File: config.mk
export PLATFORM = sky130hd
export DESIGN_NAME = fifo_mc_flat
export DESIGN_NICKNAME = d
export VERILOG_FILES = /design/src/rtl/fifo_mc_if.sv /design/src/rtl/fifo_mc.sv /design/src/flat_wrapper.sv
export SDC_FILE = /design/constraint.sdc
export NUM_CORES = 2
export LEC_CHECK = 0
export CELL_PAD_IN_SITES_DETAIL_PLACEMENT = 0
export CELL_PAD_IN_SITES_GLOBAL_PLACEMENT = 1
export CORE_ASPECT_RATIO = 0.9
export CORE_UTILIZATION = 29
export DETAILED_ROUTE_END_ITERATION = 10
export PLACE_DENSITY_LB_ADDON = 0.1
export SLEW_MARGIN = 15
export SYNTH_ARGS = -nofsm -noshare
export SYNTH_HDL_FRONTEND = slang
export SYNTH_SLANG_ARGS = --single-unit
File: constraint.sdc
create_clock -name clk -period 8.55 [get_ports clk]
set_input_delay 1.71 -clock clk [delete_from_list [all_inputs] [get_ports clk]]
set_output_delay 1.71 -clock clk [all_outputs]
set_load 0.02 [all_outputs]
File: src/rtl/fifo_mc_if.sv
// fifo_mc_if: push/pop/flush bundle and per-channel status for fifo_mc.
// Carries err_r only when FIFO_MC_ERR_EN is defined.
interface fifo_mc_if #(
  parameter int W = 32,
  parameter int N = 16,
  parameter int C = 4
);
  logic                           push;
  logic [$clog2(C)-1:0]           push_ch;
  logic [W-1:0]                   push_data;
  logic                           pop;
  logic [$clog2(C)-1:0]           pop_ch;
  logic [W-1:0]                   pop_data;
  logic [C-1:0]                   flush;
  logic [C-1:0]                   empty_r;
  logic [C-1:0]                   full_r;
  logic [C-1:0]                   afull_r;
  logic [C*($clog2(N)+1)-1:0]     level_r;
`ifdef FIFO_MC_ERR_EN
  logic [C-1:0]                   err_r;
  modport master (output push, push_ch, push_data, pop, pop_ch, flush,
                  input pop_data, empty_r, full_r, afull_r, level_r, err_r);
  modport slave  (input push, push_ch, push_data, pop, pop_ch, flush,
                  output pop_data, empty_r, full_r, afull_r, level_r, err_r);
`else
  modport master (output push, push_ch, push_data, pop, pop_ch, flush,
                  input pop_data, empty_r, full_r, afull_r, level_r);
  modport slave  (input push, push_ch, push_data, pop, pop_ch, flush,
                  output pop_data, empty_r, full_r, afull_r, level_r);
`endif
endinterface

File: src/rtl/fifo_mc.sv
// fifo_mc: C independent FIFOs of N x W words partitioned out of one flat array.
// Define FIFO_MC_ERR_EN to add the sticky per-channel illegal-use flag err_r.
module fifo_mc #(
  parameter int W = 32,
  parameter int N = 16,
  parameter int C = 4,
  parameter int AFULL_TH = 14
) (
  input  logic     clk,
  input  logic     rst,
  fifo_mc_if.slave bus
);
  localparam int CW = $clog2(C);
  localparam int AW = $clog2(N);
  localparam int PW = AW + 1;
  if (N < 2 || (N & (N - 1)) != 0) begin : g_chk_n
    $error("fifo_mc: N must be a power of 2 >= 2");
  end
  if (C < 2 || (C & (C - 1)) != 0) begin : g_chk_c
    $error("fifo_mc: C must be a power of 2 >= 2");
  end
  if (AFULL_TH < 1 || AFULL_TH > N) begin : g_chk_th
    $error("fifo_mc: AFULL_TH must be in 1..N");
  end
  logic [W-1:0]    r_mem [C*N];
  logic [PW-1:0]   r_rd [C];
  logic [PW-1:0]   r_wr [C];
  logic [PW-1:0]   w_rd_nx [C];
  logic [PW-1:0]   w_wr_nx [C];
  logic [PW-1:0]   w_lvl [C];
  logic [C-1:0]    r_empty, r_full, r_afull;
  logic [C*PW-1:0] r_level;
  logic            w_push_adv, w_pop_adv;
  assign w_push_adv = bus.push & ~r_full[bus.push_ch] & ~bus.flush[bus.push_ch];
  assign w_pop_adv  = bus.pop & ~r_empty[bus.pop_ch] & ~bus.flush[bus.pop_ch];
  always_comb begin
    for (int c = 0; c < C; c++) begin
      w_rd_nx[c] = bus.flush[c] ? '0 : r_rd[c] + PW'(w_pop_adv && bus.pop_ch == CW'(c));
      w_wr_nx[c] = bus.flush[c] ? '0 : r_wr[c] + PW'(w_push_adv && bus.push_ch == CW'(c));
      w_lvl[c]   = w_wr_nx[c] - w_rd_nx[c];
    end
  end
  // Flags come from next-state pointers so they are valid the cycle after the accepting edge.
  always_ff @(posedge clk or posedge rst) begin
    if (rst) begin
      for (int c = 0; c < C; c++) begin
        r_rd[c] <= '0;
        r_wr[c] <= '0;
      end
      r_empty <= '1;
      r_full  <= '0;
      r_afull <= '0;
      r_level <= '0;
    end else begin
      for (int c = 0; c < C; c++) begin
        r_rd[c]              <= w_rd_nx[c];
        r_wr[c]              <= w_wr_nx[c];
        r_empty[c]           <= w_rd_nx[c] == w_wr_nx[c];
        r_full[c]            <= w_rd_nx[c][AW] != w_wr_nx[c][AW] && w_rd_nx[c][AW-1:0] == w_wr_nx[c][AW-1:0];
        r_afull[c]           <= w_lvl[c] >= PW'(AFULL_TH);
        r_level[c*PW +: PW]  <= w_lvl[c];
      end
    end
  end
  always_ff @(posedge clk) begin
    if (w_push_adv) r_mem[{bus.push_ch, r_wr[bus.push_ch][AW-1:0]}] <= bus.push_data;
  end
  assign bus.pop_data = r_mem[{bus.pop_ch, r_rd[bus.pop_ch][AW-1:0]}];
  assign bus.empty_r  = r_empty;
  assign bus.full_r   = r_full;
  assign bus.afull_r  = r_afull;
  assign bus.level_r  = r_level;
`ifdef FIFO_MC_ERR_EN
  logic [C-1:0] r_err;
  always_ff @(posedge clk or posedge rst) begin
    if (rst) r_err <= '0;
    else for (int c = 0; c < C; c++)
      r_err[c] <= ~bus.flush[c] & (r_err[c] | (bus.push & bus.push_ch == CW'(c) & r_full[c])
                                            | (bus.pop & bus.pop_ch == CW'(c) & r_empty[c]));
  end
  assign bus.err_r = r_err;
`endif
  always @(posedge clk) begin
    if (!rst) assert ((r_empty & r_full) == '0);
  end
endmodule

File: src/flat_wrapper.sv
// flat-port wrapper written by rule: the top's interface ports become plain ports
module fifo_mc_flat 
#(
  parameter int W = 32,
  parameter int N = 16,
  parameter int C = 4,
  parameter int AFULL_TH = 14
)
  (clk, rst, bus_push, bus_push_ch, bus_push_data, bus_pop, bus_pop_ch, bus_flush, bus_pop_data, bus_empty_r, bus_full_r, bus_afull_r, bus_level_r);
  fifo_mc_if #(.W(W), .N(N), .C(C)) bus_i ();
  input  logic clk;
  input  logic rst;
  input wire logic [$bits(bus_i.push)-1:0] bus_push;
  input wire logic [$bits(bus_i.push_ch)-1:0] bus_push_ch;
  input wire logic [$bits(bus_i.push_data)-1:0] bus_push_data;
  input wire logic [$bits(bus_i.pop)-1:0] bus_pop;
  input wire logic [$bits(bus_i.pop_ch)-1:0] bus_pop_ch;
  input wire logic [$bits(bus_i.flush)-1:0] bus_flush;
  output wire logic [$bits(bus_i.pop_data)-1:0] bus_pop_data;
  output wire logic [$bits(bus_i.empty_r)-1:0] bus_empty_r;
  output wire logic [$bits(bus_i.full_r)-1:0] bus_full_r;
  output wire logic [$bits(bus_i.afull_r)-1:0] bus_afull_r;
  output wire logic [$bits(bus_i.level_r)-1:0] bus_level_r;
  assign bus_i.push = bus_push;
  assign bus_i.push_ch = bus_push_ch;
  assign bus_i.push_data = bus_push_data;
  assign bus_i.pop = bus_pop;
  assign bus_i.pop_ch = bus_pop_ch;
  assign bus_i.flush = bus_flush;
  assign bus_pop_data = bus_i.pop_data;
  assign bus_empty_r = bus_i.empty_r;
  assign bus_full_r = bus_i.full_r;
  assign bus_afull_r = bus_i.afull_r;
  assign bus_level_r = bus_i.level_r;
  fifo_mc #(.W(W), .N(N), .C(C), .AFULL_TH(AFULL_TH)) u_core (.clk(clk), .rst(rst), .bus(bus_i));
endmodule
# Word level (Yosys, flattened, before mapping)
# Memories as Yosys holds them, arrays and structs flattened.
# Cells that the tools add are included.
# Widths: inputs -> output; s select.
# classes
addsub,12
magnitude_cmp,8
mux,24
n_reduce_logical,14
bitwise,10
eq_ne,18
# op_table
operator,n
$add 5x1->5,8
$mux 5,8
$bmux 5 s2,2
$eq 5x5->1,4
$ge 5x4->1 const B,4
$sub 5x5->5,4
$eq 4x4->1,4
$mux 4,4
$logic_and 1x1->1,12
$bmux 1 s2,4
$eq 2x2->1 const B,4
$ge 3x3->1 const B,2
$lt 2x3->1 const B,2
$mux 1,6
$not 2->3,2
$and 1x1->1,4
$eq 2x1->1 const B,2
$logic_not 2->1,2
$ne 1x1->1,4
$not 1->1,4
# word_totals
regBits,72
ramBits,2048
output_inout_bits,64
n_memories,1
input_bits,44
elab_cells,99
# memory_table
memory,depth,width,rd,rd_clocked_by_memory_dff,write_ports,line,source
u_core.r_mem,64,32,1,0,1,fifo_mc.sv:25,logic [W-1:0] r_mem [C*N];

# Depth between registers and ports, before layout
# depth
ltp_word,10
ltp_mapped,14
depth_no_buf,11

# Worst setup path before layout
# Ideal clock, no wire load.
# synth_path
kind,input -> output
start,in bus_pop_ch[0]
end,out bus_pop_data[1]
n_path_buf,4
setup_slack_ns,2.533
stages,10
arrival_ns,4.307
t_required_ns,6.840
cell_sequence,buf_4 > mux4_2 > buf_6 > buf_8 > buf_6 > mux2i_1 > mux2i_1 > o22ai_1 > o41a_1 > a2111oi_1
# synth_between
elab_chain_cells,5
# synth_lines
element,line,source
start: declaration,flat_wrapper.sv:17,input wire logic [$bits(bus_i.pop_ch)-1:0] bus_pop_ch;
$not 2->3 (implied by the code),fifo_mc.sv:68,"assign bus.pop_data = r_mem[{bus.pop_ch, r_rd[bus.pop_ch][AW-1:0]}];"
$bmux 5 s2,fifo_mc.sv:68,
$mux 4 (implied by the code) (2 in series),fifo_mc.sv:68,
$mem_v2 64x32 (*),n/a,
end: declaration,flat_wrapper.sv:19,output wire logic [$bits(bus_i.pop_data)-1:0] bus_pop_data;
# Every way passes the cells marked *; elsewhere a longest branch is shown, timed or not. The select of a mux whose other input is x is not followed.

# Worst setup path in the final report
# layout_path
start,in bus_pop_ch[0]
end,out bus_pop_data[17]
# Same word-level chain as after synthesis.

==> flow_metrics.tcl <==
set metrics [dict create \
    fmax_ghz 0.124 \
    criticalPathCategory "primary input to primary output" \
    cp_max_fo 78 \
    holdWs_ns 0.584 \
    path_clk_slew_ns 0.06 \
    gp_congestion 0.757 \
    r2r-start "u_core.bus.full_r[2]" \
    drv_cap 0 \
    cts_max_path_buffers 4 \
    postCtsHoldBufs 0 \
    die_w_um 570 \
    hold_class "flip-flop to flip-flop" \
    syn_inst 5168 \
    ys_seq_area_frac 0.751 \
    clkLatencyLatePin_ns 0.89 \
    finClkSkew_ns 0.0761 \
    async_flop_share 0.0340 \
    cts_setup_buffers 0 \
    cellPowerDensity_nw_per_um2 218 \
    synthFlopType "edfxtp_1" \
    vias_per_cell 4.87 \
    cts_resized 0 \
    coreArea_um2 289000 \
    fin_nets 5553 \
    synth_fp_nets 5248 \
    leakagePower_nw 30.2 \
    tns_ns 0 \
    firstDrtPassIters 7 \
    vias 46500 \
    grt_overflow 0 \
    drive_above_1_share 0.139 \
    antenna_found_initial 14 \
    drtIter0Drc 3798 \
    fin_crit_sh 0.947 \
    slew_viol_final 0 \
    clkSinkCount 2120 \
    cts_tree "yes" \
    min_period_ns 8.10 \
    setup_viol 0 \
    drc_errors 0 \
    arrival_ns 6.39 \
    hold_viol_final 0 \
    rsz0062_at_grt "no" \
    start_util 0.292 \
    hpwl_mm 160 \
    ys.warnings.count 0 \
    netlist_area_um2 84300 \
    grt_pass1_wl_mm 384 \
    wire_per_inst_um 29.4 \
    grt_use_total 0.189 \
    h-tree-depth 4 \
    crit_start "bus_pop_ch[0]" \
    port-buffer-count 107 \
    syn_to_final_growth_pct 17.0 \
    dieArea_um2 293000 \
    worstHoldStart "u_core.r_rd[4]" \
    synthDistinctLibCells 45 \
    detail-route-antenna-nets 0 \
    slew_headroom 0.152 \
    synth.avg_cell_area_um2 16.3 \
    synth_edf_count 2048 \
    run_status "complete, no violations" \
    die_y_um 514 \
    rows 187 \
    numCtsBuffers 240 \
    peakVddDrop_v 0.000156 \
    grt_pass1_vias 46100 \
    root_buffer "clkbuf_16" \
    pin_count 108 \
    nFillCells 27900 \
    wirelength_mm 280 \
    ys_ff_latch 2120 \
    grt_max_degree 115 \
    worst_pin_slew_ns 1.26 \
    end_kind "primary output" \
    critPathRequiredTime_ns 6.84 \
    startpoint_type "primary input" \
]
[state kept, by name (all words and copies together) (netlist names)]
| register | cells |
|---|---|
| u_core.bus.level_r | 20 |
| u_core.bus.afull_r | 4 |
| u_core.r_rd | 20 |
| u_core.r_mem | 2048 |
| u_core.bus.full_r | 4 |
| u_core.bus.empty_r | 4 |
| u_core.r_wr | 20 |
[cell families (layout without fill, tap and decap cells)]
| kind of cell | count (synthesis) | in the layout | share of synthesized area |
|---|---|---|---|
| xor+xnor | 40 | 40 | 0.00416 |
| buf+inv | 353 | 837 | 0.0216 |
| mux | 779 | 779 | 0.0935 |
| other cells | 0 | 7 | 0 |
| simple gates | 1178 | 1178 | 0.0632 |
| fa+ha+maj | 36 | 36 | 0.00570 |
| compound gates | 662 | 662 | 0.0609 |
| flops | 2120 | 2120 | 0.751 |
[per-layer routing]
metal | wire, µm | track usage | share of wire
met2 | 127000 | 0.296 | 0.45
met5 | 0 | 0 | 0
met4 | 7170 | 0.0490 | 0.026
met1 | 133000 | 0.273 | 0.47
met3 | 12800 | 0.0258 | 0.046
[per-stage QoR]
step           std cells  instance area, µm²  setup WS [ns]  utilization  power, mW
2_1_floorplan       5168               84300           2.53            -       11.8
3_3_place_gp        9105               91500          0.430        0.317       12.1
3_5_place_dp        9105               91500          0.455        0.317       12.2
4_1_cts             9526               98600          0.442        0.341       21.8
5_1_grt             9527               98600          0.319        0.342       22.2
6_report            9533               98600          0.454        0.342       21.5
[Yosys cell counts, types with 3 or more instances]
| library cell | n | share of area |
|---|---|---|
| a31oi_1 | 128 | 0.0095 |
| dfstp_2 | 4 | 0.0012 |
| dfrtp_1 | 68 | 0.020 |
| nand3_1 | 146 | 0.0087 |
| inv_1 | 29 | 0.0013 |
| ha_1 | 32 | 0.0047 |
| xnor2_1 | 16 | 0.0017 |
| edfxtp_1 | 2048 | 0.73 |
| nor2_1 | 96 | 0.0043 |
| o41a_1 | 32 | 0.0043 |
| or2_2 | 5 | 0.00037 |
| a211oi_1 | 192 | 0.017 |
| clkbuf_1 | 151 | 0.0067 |
| a21oi_1 | 8 | 0.00047 |
| nand2_1 | 653 | 0.029 |
| a2111oi_2 | 29 | 0.0052 |
| a31o_2 | 4 | 0.00042 |
| nor4_1 | 35 | 0.0026 |
| nor4b_1 | 3 | 0.00031 |
| buf_6 | 28 | 0.0037 |
| nand4_1 | 4 | 0.00030 |
| nor2b_1 | 204 | 0.015 |
| a311oi_1 | 128 | 0.013 |
| mux2i_1 | 771 | 0.092 |
| nand3b_1 | 5 | 0.00045 |
| mux4_2 | 7 | 0.0019 |
| buf_2 | 96 | 0.0057 |
| a21o_1 | 8 | 0.00071 |
| buf_4 | 34 | 0.0030 |
| buf_1 | 11 | 0.00049 |
| xor2_1 | 24 | 0.0025 |
| nand2b_1 | 20 | 0.0015 |
| fa_1 | 4 | 0.00095 |
| o22ai_1 | 128 | 0.0095 |
| a2111oi_1 | 3 | 0.00036 |
[worst max-delay path: stages]
cell and delay, ns:
clkdlybuf4s50_1 0.70, mux4_4 1.00, buf_12 0.27, buf_12 0.16, buf_12 0.22, buf_4 0.36, mux2i_1 0.15, mux2i_1 0.16
o22ai_1 0.10, o41a_1 0.48, a2111oi_2 0.68, buf_12 0.19
[area by class of cell]
cell class	count	area [µm²]	share of cell area
clock buffer	305	6300	0.0639
clock inverter	116	772	0.00783
tap	3874	4850	0.0491
timing repair buffer	387	3390	0.0344
inverter	29	109	0.00110
multi-input combinational	2695	19900	0.202
sequential	2120	63300	0.642
antenna	7	17.5	0.000178
[power by group]
part | leakage, nW | total, mW | internal, mW | switching, mW
Sequential | 19.4 | 11.4 | 11.4 | 0.00466
Combinational | 7.36 | 0.511 | 0.118 | 0.393
Clock | 3.45 | 9.57 | 5.39 | 4.18
[final timing paths]
check                                        endpoint  slack, ns  cells past startpoint
worst max register to register   u_core.r_mem[40][21]       4.50                      4
worst min register to register         u_core.r_rd[4]       0.58                      2
min in group asynchronous       u_core.bus.afull_r[1]       1.46                      3
max in group asynchronous             u_core.r_wr[17]       6.43                      3
worst max-delay path                 bus_pop_data[17]       0.45                     12
worst min-delay path                   u_core.r_rd[4]       0.58                      2
[placed cells by master, fill, tap and decap left out, types with 22 or more instances in the layout]
| cell type | n |
|---|---|
| clkinv_2 | 32 |
| a211oi_1 | 192 |
| nor2b_1 | 202 |
| clkbuf_16 | 241 |
| edfxtp_1 | 2048 |
| a311oi_1 | 128 |
| nand3_1 | 145 |
| o22ai_1 | 128 |
| a31oi_1 | 128 |
| clkbuf_1 | 61 |
| buf_12 | 37 |
| dfrtp_1 | 68 |
| o41a_1 | 32 |
| inv_1 | 28 |
| buf_4 | 274 |
| nor2_4 | 66 |
| xor2_1 | 24 |
| mux2i_1 | 771 |
| buf_2 | 33 |
| nand2_1 | 649 |
| clkinv_1 | 64 |
| ha_1 | 32 |
| nor4_1 | 22 |
| nor2_1 | 30 |
| a2111oi_2 | 29 |
| clkdlybuf4s50_1 | 43 |
(Power assumes the default switching activity.)
